[config.mk]
export PLATFORM = sky130hd
export DESIGN_NAME = mem_interface_flat
export DESIGN_NICKNAME = d
export VERILOG_FILES = /design/src/rtl/mem_interface_if.sv /design/src/rtl/mem_interface.sv /design/src/flat_wrapper.sv
export SDC_FILE = /design/constraint.sdc
export NUM_CORES = 1
export LEC_CHECK = 0
export ABC_AREA = 1
export BUFFER_PORTS_ARGS = -buffer_cell sky130_fd_sc_hd__buf_2
export CAP_MARGIN = 20
export CORE_ASPECT_RATIO = 1.25
export CORE_UTILIZATION = 42
export DETAILED_ROUTE_END_ITERATION = 16
export PLACE_DENSITY = 0.77
export SLEW_MARGIN = 10
export SYNTH_ARGS = -nofsm -noshare
export SYNTH_HDL_FRONTEND = slang
export SYNTH_SLANG_ARGS = --single-unit
[constraint.sdc]
create_clock -name clock -period 1.65 [get_ports clock]
set_clock_uncertainty 0.15 [all_clocks]
set_input_delay 0.33 -clock clock [delete_from_list [all_inputs] [get_ports clock]]
set_output_delay 0.33 -clock clock [all_outputs]
set_load 0.1 [all_outputs]
[src/rtl/mem_interface_if.sv]
// ---------------------------------------------------------------------------
// mem_interface_if
// Groups the bus-side and RAM-side signals of the memory stage.
//   slave  modport : the memory stage itself (mem_interface)
//   master modport : whatever drives it (control unit, bus mux, RAM model)
// Signals:
//   BusMuxOut[31:0]        value from the bus multiplexer
//   MARin / MDRin          register load strobes
//   Read / Write           transaction start commands
//   MDRq[31:0]             MDR contents, fed back to the bus mux
//   mem_req / mem_we       RAM request and direction (1 = write)
//   mem_addr[ADDR_W-1:0]   RAM address (= MAR)
//   mem_wdata / mem_rdata  RAM write / read data
//   mem_ack                RAM completion strobe
//   busy / done / err      status to the control unit
// ---------------------------------------------------------------------------
interface mem_interface_if #(
    parameter int ADDR_W = 9
);
    logic [31:0]       BusMuxOut;
    logic              MARin;
    logic              MDRin;
    logic              Read;
    logic              Write;
    logic [31:0]       MDRq;
    logic              mem_req;
    logic              mem_we;
    logic [ADDR_W-1:0] mem_addr;
    logic [31:0]       mem_wdata;
    logic [31:0]       mem_rdata;
    logic              mem_ack;
    logic              busy;
    logic              done;
    logic              err;

    modport slave (
        input  BusMuxOut, MARin, MDRin, Read, Write, mem_rdata, mem_ack,
        output MDRq, mem_req, mem_we, mem_addr, mem_wdata, busy, done, err
    );

    modport master (
        output BusMuxOut, MARin, MDRin, Read, Write, mem_rdata, mem_ack,
        input  MDRq, mem_req, mem_we, mem_addr, mem_wdata, busy, done, err
    );
endinterface

[src/rtl/mem_interface.sv]
// ---------------------------------------------------------------------------
// mem_interface
// Memory-side stage of the datapath. Holds MAR and MDR, runs a req/ack
// handshake with external RAM for read and write cycles and reports
// busy / one-cycle done / sticky timeout error to the control unit.
// Ports:
//   clock  rising-edge system clock
//   clear  asynchronous active-low reset
//   bus    mem_interface_if.slave (bus, command, RAM and status signals)
// All outputs are decoded from registers only; there is no combinational
// path from any input to any output.
// ---------------------------------------------------------------------------
module mem_interface #(
    parameter int ADDR_W  = 9,
    parameter int TIMEOUT = 15     // 1..255 wait cycles before abort
) (
    input  logic           clock,
    input  logic           clear,
    mem_interface_if.slave bus
);
    typedef enum logic [1:0] {
        IDLE    = 2'd0,
        RD_WAIT = 2'd1,
        WR_WAIT = 2'd2,
        DONE    = 2'd3
    } state_t;

    // Counter value on the last wait cycle; no ack on that edge aborts.
    localparam logic [7:0] lastCnt = 8'(TIMEOUT - 1);

    state_t            stateReg, stateNext;
    logic [ADDR_W-1:0] marReg,   marNext;
    logic [31:0]       mdrReg,   mdrNext;
    logic [7:0]        cntReg,   cntNext;
    logic              errReg,   errNext;

    always_ff @(posedge clock or negedge clear) begin
        if (!clear) begin
            stateReg <= IDLE;
            marReg   <= '0;
            mdrReg   <= '0;
            cntReg   <= '0;
            errReg   <= 1'b0;
        end else begin
            stateReg <= stateNext;
            marReg   <= marNext;
            mdrReg   <= mdrNext;
            cntReg   <= cntNext;
            errReg   <= errNext;
        end
    end

    always_comb begin
        stateNext = stateReg;
        marNext   = marReg;
        mdrNext   = mdrReg;
        cntNext   = cntReg;
        errNext   = errReg;

        unique case (stateReg)
            IDLE: begin
                // MAR loads even alongside a command, so the transaction
                // started on this edge already sees the new address.
                if (bus.MARin)
                    marNext = bus.BusMuxOut[ADDR_W-1:0];
                // A read will overwrite MDR, so a simultaneous MDR load is dropped.
                if (bus.MDRin && !bus.Read)
                    mdrNext = bus.BusMuxOut;
                if (bus.Read) begin
                    stateNext = RD_WAIT;
                    cntNext   = '0;
                    errNext   = 1'b0;
                end else if (bus.Write) begin
                    stateNext = WR_WAIT;
                    cntNext   = '0;
                    errNext   = 1'b0;
                end
            end

            RD_WAIT, WR_WAIT: begin
                if (bus.mem_ack) begin
                    if (stateReg == RD_WAIT)
                        mdrNext = bus.mem_rdata;
                    stateNext = DONE;
                end else if (cntReg == lastCnt) begin
                    // Abort quietly: no done pulse, MDR untouched.
                    stateNext = IDLE;
                    errNext   = 1'b1;
                end else begin
                    cntNext = cntReg + 8'd1;
                end
            end

            DONE: stateNext = IDLE;

            default: stateNext = IDLE;
        endcase
    end

    assign bus.MDRq      = mdrReg;
    assign bus.mem_addr  = marReg;
    assign bus.mem_wdata = mdrReg;
    assign bus.mem_req   = (stateReg == RD_WAIT) || (stateReg == WR_WAIT);
    assign bus.mem_we    = (stateReg == WR_WAIT);
    assign bus.done      = (stateReg == DONE);
    assign bus.busy      = (stateReg != IDLE);
    assign bus.err       = errReg;
endmodule

[src/flat_wrapper.sv]
// flat-port wrapper written by rule: the top's interface ports become plain ports
module mem_interface_flat 
#(
    parameter int ADDR_W  = 9,
    parameter int TIMEOUT = 15                                       
)
  (clock, clear, bus_BusMuxOut, bus_MARin, bus_MDRin, bus_Read, bus_Write, bus_mem_rdata, bus_mem_ack, bus_MDRq, bus_mem_req, bus_mem_we, bus_mem_addr, bus_mem_wdata, bus_busy, bus_done, bus_err);
  mem_interface_if #(.ADDR_W(ADDR_W)) bus_i ();
  input  logic clock;
  input  logic clear;
  input wire logic [$bits(bus_i.BusMuxOut)-1:0] bus_BusMuxOut;
  input wire logic [$bits(bus_i.MARin)-1:0] bus_MARin;
  input wire logic [$bits(bus_i.MDRin)-1:0] bus_MDRin;
  input wire logic [$bits(bus_i.Read)-1:0] bus_Read;
  input wire logic [$bits(bus_i.Write)-1:0] bus_Write;
  input wire logic [$bits(bus_i.mem_rdata)-1:0] bus_mem_rdata;
  input wire logic [$bits(bus_i.mem_ack)-1:0] bus_mem_ack;
  output wire logic [$bits(bus_i.MDRq)-1:0] bus_MDRq;
  output wire logic [$bits(bus_i.mem_req)-1:0] bus_mem_req;
  output wire logic [$bits(bus_i.mem_we)-1:0] bus_mem_we;
  output wire logic [$bits(bus_i.mem_addr)-1:0] bus_mem_addr;
  output wire logic [$bits(bus_i.mem_wdata)-1:0] bus_mem_wdata;
  output wire logic [$bits(bus_i.busy)-1:0] bus_busy;
  output wire logic [$bits(bus_i.done)-1:0] bus_done;
  output wire logic [$bits(bus_i.err)-1:0] bus_err;
  assign bus_i.BusMuxOut = bus_BusMuxOut;
  assign bus_i.MARin = bus_MARin;
  assign bus_i.MDRin = bus_MDRin;
  assign bus_i.Read = bus_Read;
  assign bus_i.Write = bus_Write;
  assign bus_i.mem_rdata = bus_mem_rdata;
  assign bus_i.mem_ack = bus_mem_ack;
  assign bus_MDRq = bus_i.MDRq;
  assign bus_mem_req = bus_i.mem_req;
  assign bus_mem_we = bus_i.mem_we;
  assign bus_mem_addr = bus_i.mem_addr;
  assign bus_mem_wdata = bus_i.mem_wdata;
  assign bus_busy = bus_i.busy;
  assign bus_done = bus_i.done;
  assign bus_err = bus_i.err;
  mem_interface #(.ADDR_W(ADDR_W), .TIMEOUT(TIMEOUT)) u_core (.clock(clock), .clear(clear), .bus(bus_i));
endmodule
==> results.rst, run 1 <==
.. list-table::
   :header-rows: 1

   * - Metric
     - Value
   * - Run status
     - complete, but fails checks
   * - Violations in the final reports
     - negative setup slack
   * - Largest net degree at the start of global routing
     - 53
   * - Worst endpoint data arrival time
     - 1.34 ns
   * - Mean routed wirelength per cell
     - around 13 um
   * - Multi-input gate area
     - between 0.001 and 0.0015 sq mm
   * - Cells after Synth
     - around 300
   * - Effective utilization at floorplan
     - ~43%
   * - Die boundary width
     - 77.9 um
   * - Number of buffers created by CTS
     - 5
   * - FILL cells
     - 595
   * - Buffers on Ports
     - 148
   * - Path category of the worst min-delay check
     - input pin to flip-flop
   * - WS Path Type
     - flip-flop to output port
   * - Xor and xnor area share after synthesis
     - 0%
   * - Final hold vios
     - 0
   * - Root buffer selected by CTS
     - clkbuf_8
   * - Number of pins with negative max-slew slack in the final report
     - 0
   * - Total Nets Final
     - 512
   * - Clock input transition at the sequential cells of the worst setup and hold paths
     - 0.09 ns
   * - Fraction of layout cells with a size suffix above 1
     - 67.2%
   * - Most frequent CP cell
     - buf_12
   * - Pin slew with the least headroom to its limit
     - 0.498 ns
   * - Termination of the worst setup path
     - bus_mem_req
   * - Yosys cell types
     - 24
   * - Bufs on Longest Clock Path
     - 2
   * - Global-route wire length before repair
     - 11400 um
   * - Overflow after GRT
     - 0
   * - Dpl ws
     - -0.0709 ns
   * - Antenna-violating nets left
     - 0
   * - Register-to-register setup slack
     - -0.14 ns
   * - Number of clock sinks seen by CTS
     - 52
   * - Dominant combinational cell family by area after synthesis
     - simple AND/OR/NAND/NOR gates
   * - Complex-gate fraction of the synthesized area
     - 12.4%
   * - Post-route core utilization
     - 60.4%
   * - Depth of the worst register-to-register path
     - 9
   * - DIE AREA
     - about 0.0075 sq mm
   * - Arithmetic-cell share of the synthesized area counting full adders, half adders and majority gates
     - 2.48%
   * - Slew headroom
     - 67.0%
   * - Slowest library cell on the worst path
     - dfrtp_1
   * - Stage delay of the slowest cell on the critical path
     - around 0.39 ns
   * - Gr usage total
     - a little under a fifth
   * - FF+latch count, synth
     - 52
   * - Final setup slack of the worst path
     - -0.167 ns
   * - Max Clk Rate
     - about 550 MHz
   * - Final critical path time including I/O delays and setup
     - about 1.8 ns
   * - Number of inserted diodes
     - 0
   * - Highest-count cells in the layout ignoring fill and taps
     - buf_2 (144), nand2_1 (54), o21ai_2 (37), mux2i_1 (32), dfrtp_2 (32)
   * - Routed via count
     - 2530
   * - Std cell rows
     - 34
   * - Highest net fanout along the worst path
     - 5
   * - Ports
     - roughly 150
   * - DRC violations left
     - 0
   * - Number of max-cap violations
     - 0
   * - Timing startpoint of the critical path
     - u_core.stateReg[1]$_DFFE_PN0P_
   * - Core area
     - 0.00698 sq mm
   * - Layout area overhead
     - 39.3%
   * - DR pass1 iterations
     - 4
   * - Worst r2r src
     - u_core.stateReg[1]$_DFFE_PN0P_
   * - Via density per instance
     - between 4 and 5
   * - Vias in the first global route
     - 2518
   * - Mean area per synthesized cell
     - 10.3 sq um
   * - Worst r2r dst
     - u_core.bus.MDRq[19]$_DFFE_PN0P_
   * - Simple-gate area share of the yosys netlist
     - around 15%
   * - Setup repair after global routing missed its margin
     - true
   * - Setup-failing EPs final
     - 44
   * - Synthesized netlist net count
     - about 370
   * - TritonCTS clock tree
     - built
   * - Die Y-Extent
     - 96.9 um
   * - CP Cell Sequence
     - inv_2 -> ha_4 -> buf_12 -> buf_12
   * - Violation count after the first detailed-route iteration
     - 110
   * - Worst setup EP type
     - output port
   * - Smallest hold slack
     - between 0.1 and 0.15 ns
   * - Share of the cycle needed by the critical path after routing
     - 110%
   * - Final estimated routing congestion in global placement
     - 0.791
   * - Storage element area
     - between 0.001 and 0.0015 sq mm
   * - Depth of the CTS H-tree
     - 2
   * - Most common cell after layout, fill and taps aside
     - buf_2
   * - Area of all placed cells without fillers
     - 0.00421 sq mm
   * - Share of synthesized area occupied by flip-flops and latches
     - 43.0%
   * - Required time of the critical path
     - ~1.2 ns
   * - Mux cell area share after synthesis
     - between 10% and 20%
   * - Total cell area at the placement stage
     - 0.00383 sq mm
   * - Warnings from Yosys
     - 0
   * - WL final
     - ~7100 um
   * - Placed wire-length estimate after detailed placement
     - 5040 um
   * - Initial antenna violation count
     - 0
   * - Clock latency on the worst-skew pair
     - approximately 0.3 ns
   * - Nature of the critical path startpoint
     - flip-flop
   * - Netlist area before placement
     - approximately 0.0030 sq mm
## flip-flops by register name, summed over array words and instances (netlist names)
| register | flops |
|---|---|
| u_core.bus.mem_addr | 9 |
| u_core.stateReg | 2 |
| u_core.cntReg | 8 |
| u_core.bus.MDRq | 32 |
| u_core.bus.err | 1 |
## layer usage
| layer | up-vias | track usage, % | routed length, um |
|---|---|---|---|
| met4 | 0 | 5.70 | 120 |
| met1 | 1206 | 22.1 | 2750 |
| met3 | 11 | 2.83 | 326 |
| met5 | - | 0 | 0 |
| met2 | 85 | 34.3 | 3860 |
| li1 | 1228 | - | - |
## cells in the mapped netlist (all sizes together)
cell | number | area, sq um
nor2 | 9 | 43.8
o211ai | 1 | 7.51
mux2i | 32 | 320
ha | 6 | 75.1
or2 | 1 | 6.26
dfrtp | 52 | 1300
nand3 | 13 | 70.1
buf | 44 | 364
nor3 | 2 | 32.5
nand2 | 70 | 293
o21bai | 2 | 15.0
mux2 | 9 | 101
inv | 11 | 41.3
o21ai | 43 | 354
## final cells by class
cell class | instances | share of cell area, %
Clock inverter | 1 | 0.178
Tap cell | 90 | 2.67
Sequential cell | 52 | 31.8
Timing Repair Buffer | 176 | 27.9
Multi-Input combinational cell | 189 | 34.4
Clock buffer | 7 | 2.05
Inverter | 11 | 1.07
## kinds of logic (layout without fill, tap and decap cells)
logic type      Yosys count  count (layout)
compound gates           46              46
fa+ha+maj                 6               6
buf+inv                  55             195
flops                    52              52
mux                      41              41
simple gates             95              96
## critical path, delay by kind of cell, from the launching register on
family | cells | cell delay, ns
buffers and inverters | 3 | 0.34
flip-flops | 1 | 0.39
adder cells (fa/ha/maj) | 1 | 0.31
## repair_timing
item,in CTS,in global routing
resized for setup,15,12
hold endpoints to repair,52,0
hold buffers,1,0
pin swaps,4,4
cloned,2,2
setup buffers,6,1
endpoints found under the setup margin,44,47
## stage by stage
step	setup TNS, ns	cells
after detailed placement	-1.85	506
after floorplan	-10.45	295
after global routing	-7.67	526
after global placement	-0.447	506
final	-4.31	526
after CTS	-4.25	523
## worst min path at each step
| stage | start | end | slack, ns | cells after the start |
|---|---|---|---|---|
| finish | bus_BusMuxOut[3] | u_core.bus.mem_addr[3]$_DFFE_PN0P_ | 0.12 | 2 |
| global route | bus_BusMuxOut[2] | u_core.bus.mem_addr[2]$_DFFE_PN0P_ | 0.11 | 2 |
| CTS | bus_BusMuxOut[3] | u_core.bus.mem_addr[3]$_DFFE_PN0P_ | 0.11 | 2 |
| detailed placement | clear | u_core.cntReg[1]$_DFFE_PN0P_ | 0.20 | 2 |
| global placement | clear | u_core.cntReg[0]$_DFFE_PN0P_ | 0.20 | 2 |
| floorplan | clear | u_core.bus.MDRq[0]$_DFFE_PN0P_ | -0.12 | 0 |
Power of run 1 is not shown: default switching activity piles up to over one toggle a cycle in this logic, so the estimate is an artifact.
==> run 2: changes to the inputs <==
--- a/constraint.sdc
+++ b/constraint.sdc
@@ -4,2 +4,2 @@
 set_output_delay 0.33 -clock clock [all_outputs]
-set_load 0.1 [all_outputs]
+set_load 0.005 [all_outputs]
==> run 2 against run 1 <==
- the run still ends with negative setup slack left
- final cell count down 0.38%
- via count down 1.1%
- first-iteration DRC count down 55%
- design area down 3.2%
- worst setup slack better by 0.033 ns
- global-route usage up 0.47 points
- non-clock buffer count down 1
- routed wire length down 0.18%
- critical path depth up 5
- register-to-register slack about the same
- largest cell class unchanged
==> results.rst, run 2 (synthesis results as in run 1) <==
.. list-table::
   :header-rows: 1

   * - Metric
     - Value
   * - Run status
     - complete, but fails checks
   * - Violations in the final reports
     - negative setup slack
   * - Global-route wire length before repair
     - 11500 um (+0.60%)
   * - Vias in the first global route
     - 2463 (-2.2%)
   * - CP Cell Sequence
     - inv_2 -> ha_4 -> nor2_4 -> nor3_4 -> nand2_4 -> buf_4 -> buf_16 -> nand2_1 -> o21ai_2
   * - Dpl ws
     - -0.0629 ns (+0.00796 ns)
   * - Core area
     - 0.00698 sq mm (unchanged)
   * - Number of buffers created by CTS
     - 5 (unchanged)
   * - Max FFs per register
     - 32 (unchanged)
   * - Maximum VDD drop
     - 1.25 mV
   * - FILL cells
     - 613 (+3.0%)
   * - Number of pins with negative max-slew slack in the final report
     - 0 (unchanged)
   * - Max Clk Rate
     - 561 MHz (+1.9%)
   * - Effective utilization at floorplan
     - 43.4% (unchanged)
   * - Clock latency on the worst-skew pair
     - 0.29 ns (about the same)
   * - Initial antenna violation count
     - 0 (unchanged)
   * - Number of inserted diodes
     - 0 (unchanged)
   * - DIE AREA
     - 0.00755 sq mm (unchanged)
   * - Setup total negative slack
     - -4.37 ns (-0.0569 ns)
   * - Slowest library cell on the worst path
     - dfrtp_1
   * - Violation count after the first detailed-route iteration
     - 50 (-55%)
   * - WL final
     - 7040 um (-0.18%)
   * - Setup-failing EPs final
     - 43 (-2.3%)
   * - Path category of the worst min-delay check
     - input pin to flip-flop
   * - Number of clock sinks seen by CTS
     - 52 (unchanged)
   * - WS Path Type
     - flip-flop to flip-flop
   * - Bufs on Longest Clock Path
     - 2 (unchanged)
   * - Total cell area at the placement stage
     - 0.00367 sq mm (-4.1%)
   * - DR pass1 iterations
     - 4 (unchanged)
   * - Std cell rows
     - 34 (unchanged)
   * - Worst Path Buf+Inv
     - 3 (unchanged)
   * - Final critical path time including I/O delays and setup
     - 1.78 ns (-0.0331 ns)
   * - Required time of the critical path
     - 1.69 ns (+0.52 ns)
   * - Layout area overhead
     - 34.9%
   * - Worst setup EP type
     - flip-flop
   * - Mean routed wirelength per cell
     - 13.4 um (+0.20%)
   * - Root buffer selected by CTS
     - clkbuf_8
   * - Share of the cycle needed by the critical path after routing
     - 108% (-2.0 points)
   * - Final setup slack of the worst path
     - -0.133 ns (+0.0331 ns)
   * - Antenna-violating nets left
     - 0 (unchanged)
   * - Number of max-cap violations
     - 0 (unchanged)
   * - Depth of the CTS H-tree
     - 2 (unchanged)
   * - Die boundary width
     - 77.9 um (unchanged)
   * - Area of all placed cells without fillers
     - 0.00408 sq mm (-3.2%)
   * - Slew headroom
     - 70.2% (+3.2 points)
   * - Total Nets Final
     - 510 (-0.39%)
   * - Final hold vios
     - 0 (unchanged)
   * - Post-route core utilization
     - 58.5% (-1.9 points)
   * - Highest-count cells in the layout ignoring fill and taps
     - buf_2 (147), nand2_1 (56), dfrtp_1 (52), o21ai_2 (37), mux2i_1 (31)
   * - Kind of cell adding the most delay to the critical path
     - simple AND/OR/NAND/NOR gates
   * - Most common cell after layout, fill and taps aside
     - buf_2
   * - Buffers on Ports
     - 148 (unchanged)
   * - Worst endpoint data arrival time
     - 1.82 ns (+0.48 ns)
   * - Largest net degree at the start of global routing
     - 53 (unchanged)
   * - Overflow after GRT
     - 0 (unchanged)
   * - Stage delay of the slowest cell on the critical path
     - 0.38 ns (about the same)
   * - Clock input transition at the sequential cells of the worst setup and hold paths
     - 0.10 ns (about the same)
   * - Power per standard cell area
     - 2220 mW/mm^2
   * - Placed wire-length estimate after detailed placement
     - 4720 um (-6.2%)
   * - Nature of the critical path startpoint
     - flip-flop
   * - Via density per instance
     - 4.77 (-0.77%)
   * - Pwr Total
     - between 0.009 and 0.01 W
   * - DRC violations left
     - 0 (unchanged)
   * - Highest net fanout along the worst path
     - 6 (+1)
   * - Gr usage total
     - 19.2% (+0.47 points)
   * - Final estimated routing congestion in global placement
     - 0.843 (+6.5%)
   * - Leakage power
     - 2.14 nW
   * - Pin slew with the least headroom to its limit
     - 0.442 ns (-0.0559 ns)
   * - Setup repair after global routing missed its margin
     - true
   * - Fraction of layout cells with a size suffix above 1
     - 59.0% (-8.2 points)
   * - TritonCTS clock tree
     - built
   * - Ports
     - 149 (unchanged)
   * - Die Y-Extent
     - 96.9 um (unchanged)
   * - Routed via count
     - 2501 (-1.1%)
==> run 2: cell types whose count changed in the layout (fill, tap and decap cells not counted), moves of 3 or more <==
cell     previous run  this run
dfrtp_1            20        52
buf_16              1         4
buf_12             10         3
buf_4              11        15
buf_2             144       147
buf_6               6         3
dfrtp_2            32         0
==> run 2: layout make-up <==
class / instances / area, sq um / share of cell area, %
Clock buffer: 6 / 72.6 / 1.78
Clock inverter: 2 / 38.8 / 0.951
Inverter: 11 / 41.3 / 1.01
Multi-Input combinational cell: 188 / 1390 / 34.2
Sequential cell: 52 / 1300 / 31.9
Tap cell: 90 / 113 / 2.76
Timing Repair Buffer: 175 / 1120 / 27.4
==> run 2: what timing repair did <==
action,CTS,global route
hold endpoints to repair,52,0
buffers inserted,10,1
endpoints found under the setup margin,43,44
pin swaps,1,0
hold buffers,1,0
resized for setup,13,5
cloned,5,1
==> run 2: worst paths after layout <==
check                                                     start                                  to  slack, ns  depth (start not counted)
worst min register to register  u_core.bus.MDRq[27]$_DFFE_PN0P_     u_core.bus.MDRq[27]$_DFFE_PN0P_       0.35                          2
worst max register to register   u_core.stateReg[0]$_DFFE_PN0P_     u_core.bus.MDRq[22]$_DFFE_PN0P_      -0.13                          9
worst min-delay path                           bus_BusMuxOut[1]  u_core.bus.mem_addr[1]$_DFFE_PN0P_       0.12                          2
max in group asynchronous                                 clear        u_core.cntReg[2]$_DFFE_PN0P_       0.70                          3
worst max-delay path             u_core.stateReg[0]$_DFFE_PN0P_     u_core.bus.MDRq[22]$_DFFE_PN0P_      -0.13                          9
min in group asynchronous                                 clear     u_core.bus.MDRq[28]$_DFFE_PN0P_       0.39                          3
==> run 2: per-stage QoR <==
| stage | instances | hold WS [ns] |
|---|---|---|
| after floorplan | 295 | -0.116 |
| after global placement | 500 | 0.198 |
| after detailed placement | 500 | 0.199 |
| after CTS | 523 | 0.105 |
| after global routing | 524 | 0.112 |
| final | 524 | 0.121 |
==> run 2: worst register-to-register path, stage by stage, from the launching register on <==
cell	delay [ns]
dfrtp_1	0.38
inv_2	0.06
ha_4	0.32
nor2_4	0.06
nor3_4	0.19
nand2_4	0.09
buf_4	0.17
buf_16	0.13
nand2_1	0.07
o21ai_2	0.05
==> run 2: layer usage <==
| layer | track usage [%] | vias up | part of all wire, % |
|---|---|---|---|
| li1 | - | 1226 | - |
| met1 | 21.9 | 1174 | 39 |
| met2 | 36.4 | 93 | 54 |
| met3 | 2.92 | 8 | 5.0 |
| met4 | 5.13 | 0 | 1.1 |
| met5 | 0 | - | 0 |
==> run 2: where the power goes <==
group          internal, W  leakage [nW]  switching (W)
clock network     0.000459        0.0558       0.000414
logic              0.00309          1.43        0.00283
registers          0.00185         0.651       0.000413
total              0.00540          2.14        0.00366
Power figures use the tool's default switching activity.
